<file path="src/rtl/aibnd_rxen_pkg.sv">
// Shared state encoding and default counter width for the RX enable sequencer.
package aibnd_rxen_pkg;

  localparam int CNT_W_DEF = 8;

  typedef enum logic [2:0] {
    ST_IDLE   = 3'd0,
    ST_CLK_UP = 3'd1,
    ST_DAT_UP = 3'd2,
    ST_ACTIVE = 3'd3,
    ST_DRAIN  = 3'd4
  } state_t;

endpackage

</file>
<file path="src/rtl/aibnd_rxen_reqfilt.sv">
// Request conditioner: 2-flop synchronizer followed by a 2-sample agreement filter.
// Used by aibnd_rxen_seq when AIBND_RXEN_SEQ_REQ_FILT_EN is defined.
module aibnd_rxen_reqfilt (
  input  logic clk,
  input  logic rst_n,
  input  logic req_in,
  output logic req_out
);

  logic sync1;
  logic sync2;
  logic sync3;
  logic held;

  always_ff @(posedge clk) begin
    if (!rst_n) begin
      sync1 <= 1'b0;
      sync2 <= 1'b0;
      sync3 <= 1'b0;
      held  <= 1'b0;
    end else begin
      sync1 <= req_in;
      sync2 <= sync1;
      sync3 <= sync2;
      held  <= req_out;
    end
  end

  // Output only moves once two consecutive synchronized samples agree.
  assign req_out = (sync2 == sync3) ? sync2 : held;

endmodule

</file>
<file path="src/rtl/aibnd_rxen_seq.sv">
// RX pad path enable sequencer: clock-path enable, then data-path enable, then ready.
// Optional request filter selected by macro AIBND_RXEN_SEQ_REQ_FILT_EN.
module aibnd_rxen_seq
  import aibnd_rxen_pkg::*;
#(
  parameter int CNT_W = CNT_W_DEF
) (
  input  logic             clk,
  input  logic             rst_n,
  input  logic             rx_req,
  input  logic             cfg_clk_pin,
  input  logic             cfg_dat_pin,
  input  logic [CNT_W-1:0] cfg_dly,
  output logic             clk_en,
  output logic             data_en,
  output logic             rx_rdy,
  output logic             busy
);

  logic             req;
  state_t           state;
  state_t           state_nx;
  logic [CNT_W-1:0] cnt;
  logic [CNT_W-1:0] cnt_nx;
  logic [CNT_W-1:0] dly_q;
  logic             clk_pin_q;
  logic             dat_pin_q;
  logic             latch_en;

`ifdef AIBND_RXEN_SEQ_REQ_FILT_EN
  aibnd_rxen_reqfilt u_reqfilt (
    .clk     (clk),
    .rst_n   (rst_n),
    .req_in  (rx_req),
    .req_out (req)
  );
`else
  assign req = rx_req;
`endif

  always_ff @(posedge clk) begin
    if (!rst_n) begin
      state     <= ST_IDLE;
      cnt       <= '0;
      dly_q     <= '0;
      clk_pin_q <= 1'b0;
      dat_pin_q <= 1'b0;
    end else begin
      state <= state_nx;
      cnt   <= cnt_nx;
      if (latch_en) begin
        dly_q     <= cfg_dly;
        clk_pin_q <= cfg_clk_pin;
        dat_pin_q <= cfg_dat_pin;
      end
    end
  end

  // Counter saturates at zero; each stage reloads from the latched delay.
  always_comb begin
    state_nx = state;
    cnt_nx   = (cnt != '0) ? cnt - CNT_W'(1) : '0;
    latch_en = 1'b0;
    case (state)
      ST_IDLE: begin
        if (req) begin
          state_nx = ST_CLK_UP;
          cnt_nx   = cfg_dly;
          latch_en = 1'b1;
        end
      end
      ST_CLK_UP: begin
        if (!req) begin
          state_nx = ST_DRAIN;
          cnt_nx   = dly_q;
        end else if (cnt == '0) begin
          state_nx = ST_DAT_UP;
          cnt_nx   = dly_q;
        end
      end
      ST_DAT_UP: begin
        if (!req) begin
          state_nx = ST_DRAIN;
          cnt_nx   = dly_q;
        end else if (cnt == '0) begin
          state_nx = ST_ACTIVE;
        end
      end
      ST_ACTIVE: begin
        if (!req) begin
          state_nx = ST_DRAIN;
          cnt_nx   = dly_q;
        end
      end
      ST_DRAIN: begin
        if (cnt == '0) begin
          state_nx = ST_IDLE;
        end
      end
      default: state_nx = ST_IDLE;
    endcase
  end

  // Outputs are a registered decode of the current state, so they trail it by one cycle.
  always_ff @(posedge clk) begin
    if (!rst_n) begin
      clk_en  <= 1'b0;
      data_en <= 1'b0;
      rx_rdy  <= 1'b0;
      busy    <= 1'b0;
    end else begin
      clk_en  <= clk_pin_q && (state inside {ST_CLK_UP, ST_DAT_UP, ST_ACTIVE, ST_DRAIN});
      data_en <= dat_pin_q && (state inside {ST_DAT_UP, ST_ACTIVE});
      rx_rdy  <= (state == ST_ACTIVE);
      busy    <= (state inside {ST_CLK_UP, ST_DAT_UP, ST_DRAIN});
    end
  end

endmodule

</file>
<file path="config.mk">
export PLATFORM = sky130hd
export DESIGN_NAME = aibnd_rxen_seq
export DESIGN_NICKNAME = d
export VERILOG_FILES = /design/src/rtl/aibnd_rxen_pkg.sv /design/src/rtl/aibnd_rxen_reqfilt.sv /design/src/rtl/aibnd_rxen_seq.sv
export SDC_FILE = /design/constraint.sdc
export NUM_CORES = 1
export LEC_CHECK = 0
export ABC_AREA = 1
export CAP_MARGIN = 20
export CORE_MARGIN = 5
export CORE_UTILIZATION = 54
export DETAILED_ROUTE_END_ITERATION = 6
export PLACE_DENSITY = 0.87
export SETUP_SLACK_MARGIN = 0.4
export SLEW_MARGIN = 5
export SYNTH_ARGS = -nofsm -noshare
export SYNTH_HDL_FRONTEND = slang
export SYNTH_HIERARCHICAL = 1
export SYNTH_SLANG_ARGS = --single-unit
</file>
<file path="constraint.sdc">
create_clock -name clk -period 1.4 [get_ports clk]
set_input_delay 0.21 -clock clk [delete_from_list [all_inputs] [get_ports clk]]
set_output_delay 0.21 -clock clk [all_outputs]
set_load 0.02 [all_outputs]
</file>
== Yosys cells after proc, flatten, opt, wreduce, memory -nomap -nowiden ==
Index checks and enable logic that the tools add are counted.
Word-level totals
  register bits after elaboration: 25
  input port bits: 13
  output and inout bits: 4
  logic and storage cells: 45
Cells by class
  add/sub/neg operators: 1
  equality and inequality tests: 9
  multiplexer cells: 16
  reductions and logical operators: 10
Operators with widths (number)
  $mux 8: 5
  $pmux 8 s3: 1
  $mux 3: 7
  $pmux 3 s5: 1
  $logic_not 8->1: 1
  $reduce_bool 8->1: 1
  $sub 8x1->8 const B: 1
  $eq 3x2->1 const B: 2
  $ne 2x2->1 const B: 3
  $ne 3x3->1 const B: 2
  $reduce_and 5->1: 1
  $reduce_bool 4->1: 1
  $eq 3x1->1 const B: 1
  $eq 3x3->1 const B: 1
  $logic_not 3->1: 1
  $reduce_bool 3->1: 1
  $logic_and 1x1->1: 2
  $mux 1: 2
  $reduce_bool 2->1: 1
  $reduce_or 2->1: 1

== Longest topological paths before layout ==
  depth after elaboration: 5
  gate-level depth with buffers: 10
  depth with buffers taken out: 10

== Least setup slack after synthesis ==
OpenSTA, ideal clock, no wires.
  kind: reg2reg
  from: reg cnt[0]
  to: reg cnt[5]
  arrival: 1.108 ns
  data required time: 1.272 ns
  slack: 0.164 ns
  cell stages (with the launch flop): 10
  path through: dfxtp_1 > inv_1 > ha_1 > nand2_1 > nor2_1 > nand2_2 > nand2_1 > nor2_1 > nor2_1 > nor2_1
Between the ends
  cells in the longest elaborated chain, start to end: 5
  elaborated cells between the ends (all ways): 9
  classes of those cells: 1 x add/sub; 6 x mux; 2 x reduce/logical
RTL lines
  start, declared: RTL line aibnd_rxen_seq.sv:23  | logic [CNT_W-1:0] cnt;
  start signal, assigned: RTL line aibnd_rxen_seq.sv:50  | cnt <= cnt_nx;
  $sub 8x1->8 / $reduce_bool 8->1 (equally long branches): RTL line aibnd_rxen_seq.sv:62  | cnt_nx = (cnt != '0) ? cnt - CNT_W'(1) : '0;
  $mux 8: RTL line aibnd_rxen_seq.sv:62
  $mux 8: RTL line aibnd_rxen_seq.sv:76  | end else if (cnt == '0) begin
  $mux 8: RTL line aibnd_rxen_seq.sv:73  | if (!req) begin
  $pmux 8 s3 *: RTL line aibnd_rxen_seq.sv:64  | case (state)
Mark *: on every way between the ends. The rest lies on a longest branch, timed or not.
A chain may end at the register's enable or synchronous reset.

== Final worst setup path ==
  from: reg state[1]
  to: reg cnt[2]
Between the ends
  cells in the longest elaborated chain, start to end: 3
  elaborated cells between the ends (all ways): 6
  classes of those cells: 3 x eq/ne; 1 x mux; 2 x reduce/logical
RTL lines
  start, declared: RTL line aibnd_rxen_seq.sv:21  | state_t state;
  start signal, assigned: RTL line aibnd_rxen_seq.sv:49  | state <= state_nx;
  $eq 3x2->1: RTL line aibnd_rxen_seq.sv:64
  $reduce_or 2->1 (no source line)
  $pmux 8 s3 *: RTL line aibnd_rxen_seq.sv:64
Marks and branches as above.

==> impl_metrics.tcl <==
set metrics [dict create \
    fmax_ghz 0.710 \
    final_cell_count_no_fill 268 \
    dpl_cell_area_um2 1640 \
    pre_cts_ws_ns -0.152 \
    rows 18 \
    antenna_left 0 \
    maxCapViolations 0 \
    final_core_util 0.782 \
    holdWs_ns 0.385 \
    die_y_um 60.7 \
    fin_ws_ns -0.00859 \
    synth_fp_nets 227 \
    netSwitchingPower_mw 2.41 \
    drtPass1Iterations 4 \
    pwr-share-comb 0.670 \
    postCtsHoldBufs 0 \
    worstSetupPathType "reg2reg" \
    clkPwrFrac 0.071 \
    crit_chain "inv_6 > nor2_4 > nor2_4 > nor2_1 > nand2_2 > nand3_2 > nand2_1 > inv_1" \
    critPathBufInv 2 \
    maxSlewViolCount 0 \
    floorplan.initialDensity 0.561 \
    drc 0 \
    worstPathMaxFanout 9 \
    grt_pass1_vias 1282 \
    violations "negative setup slack" \
    clkTransAtPathRegs_ns 0.14 \
    fin_tns_setup_ns -0.00859 \
    final_common_cell "nand2_1" \
    ys_ff_latch 25 \
    status "finished, violations left" \
    p_per_area_nw_per_um2 2450 \
    crit_slowest_cell "dfxtp_4" \
    grt_pass1_wl_um 5600 \
    max-vdd-ir-drop_mv 2.07 \
    post-route-cell-area_um2 1940 \
    crit_family "simple AND/OR/NAND/NOR gates" \
    antenna_found_initial 0 \
    power_mw 4.75 \
    cpPeakStageDelay_ns 0.46 \
    num_antenna_cells 0 \
    final_cell_mix "nand2_1 (38), inv_1 (27), nor2_1 (25)" \
    avgRoutedWirePerCell_um 16.0 \
    core_area_um2 2480 \
    avgViaCountPerCell 5.48 \
    synth_cells 212 \
    cp-start-kind "flop" \
    fin_crit_ns 1.41 \
    crit_arrival_ns 1.70 \
    syn2layout_area_growth_pct 39.5 \
    ioPinCount 17 \
    die_w_um 60.7 \
    relSlewSlack 0.600 \
    grt_max_degree 16 \
    drive_gt1_frac 0.395 \
    n_fill_cell 135 \
    cts.sinks 25 \
    setup_viol 1 \
    finalCritPeriodShare 1.01 \
    overflow 0 \
    p_int_mw 2.34 \
    num_vias 1468 \
    rsz0062_at_grt "yes" \
    netSwitchingFraction 0.508 \
    numCtsBuffers 3 \
    dp_cells 257 \
    fin_nets 254 \
    hpwlAfterDp_um 2160 \
    cts_max_level 1 \
    cts_tree "yes" \
    grt_usage 0.203 \
    drt-total-wl_um 4280 \
    hold_violations 0 \
    gp_congestion 0.929 \
    hold_path.class "in2reg" \
    clock_path_buffers 2 \
    tightestPinTransition_ns 0.600 \
    synth.avg_cell_area_um2 6.55 \
    clkLatencyLatePin_ns 0.34 \
    fin_skew_ns 0.00831 \
    ys_seq_area_frac 0.360 \
    ys_types 27 \
    drtIter0Drc 75 \
    cp.required_ns 1.69 \
    p_leak_nw 0.903 \
    die_area_um2 3690 \
    pwr-share-seq 0.258 \
    yosysWarnings 6 \
    cts-root-buf "clkbuf_4" \
    crit_top_cell "nor2_4" \
    io_buffers 16 \
    synth_area_um2 1390 \
    critPathCaptureType "flop" \
]
## metal layers
metal | part of all wire | vias up | global-route usage
met4 | 0.030 | 0 | 0.105
li1 | - | 703 | -
met3 | 0.075 | 13 | 0.0319
met2 | 0.50 | 75 | 0.342
met1 | 0.40 | 677 | 0.247
met5 | 0 | - | 0
## logic make-up (layout without fill, tap and decap cells)
kind of cell / after synthesis / in the layout / share of synthesized area
AND/OR/NAND/NOR: 122 / 122 / 0.400
buffers and inverters: 41 / 67 / 0.132
flip-flops: 25 / 25 / 0.360
AO/OA/AOI/OAI: 21 / 21 / 0.0829
adder cells (fa/ha/maj): 2 / 2 / 0.0180
XOR/XNOR: 1 / 1 / 0.00631
## path summary, 6_finish.rpt
kind | start | to | slack (ns) | depth (start not counted)
min | rx_req | state[2] | 0.38 | 4
min reg2reg | dat_pin_q | data_en | 0.47 | 2
max reg2reg | state[1] | cnt[2] | -0.009 | 8
max | state[1] | cnt[2] | -0.009 | 8
## final cells by class
cell class / count / area [um^2] / area share
multi-input cells: 146 / 902 / 0.465
clock inverters: 1 / 5.00 / 0.00258
inverters: 34 / 145 / 0.0749
flip-flops and latches: 25 / 517 / 0.267
well taps: 30 / 37.5 / 0.0194
clock buffers: 3 / 22.5 / 0.0116
repair buffers: 29 / 309 / 0.159
## flip-flops by register name (all words and copies together) (netlist names)
signal     flops
cnt            8
dly_q          8
state          3
busy           1
clk_en         1
clk_pin_q      1
dat_pin_q      1
data_en        1
rx_rdy         1
## cell usage after synthesis, drive strengths merged
| cell type | n | share of area |
|---|---|---|
| nand2 | 65 | 0.19 |
| inv | 33 | 0.093 |
| nor2 | 32 | 0.10 |
| dfxtp | 25 | 0.36 |
| nand3 | 21 | 0.083 |
| a21oi | 14 | 0.050 |
| buf | 5 | 0.031 |
| nor3 | 3 | 0.019 |
| o21ai | 3 | 0.011 |
| clkbuf | 2 | 0.0054 |
| ha | 2 | 0.018 |
| o211ai | 2 | 0.011 |
| a211oi | 1 | 0.0054 |
| clkinv | 1 | 0.0036 |
| nand3b | 1 | 0.0054 |
| o21bai | 1 | 0.0054 |
| xor2 | 1 | 0.0063 |
## power by group through the flow
stage | clock (mW) | combinational (mW) | sequential (mW)
2_1_floorplan | 0 | 1.95 | 1.09
3_3_place_gp | 0 | 2.28 | 1.15
3_5_place_dp | 0 | 2.33 | 1.15
4_1_cts | 0.333 | 2.69 | 1.17
5_1_grt | 0.367 | 3.48 | 1.25
6_report | 0.340 | 3.18 | 1.23
## tightest hold or removal path: stages
cell	delay, ns
dlymetal6s2s_1	0.23
inv_2	0.09
o211ai_1	0.09
a21oi_1	0.07
## what timing repair did
item	4_1_cts	5_1_grt
pin swaps	14	19
buffers inserted	3	3
gates resized for setup	46	41
gates cloned	1	0
setup endpoints to repair	27	27
Note: power is estimated with default switching activity, not from simulation.
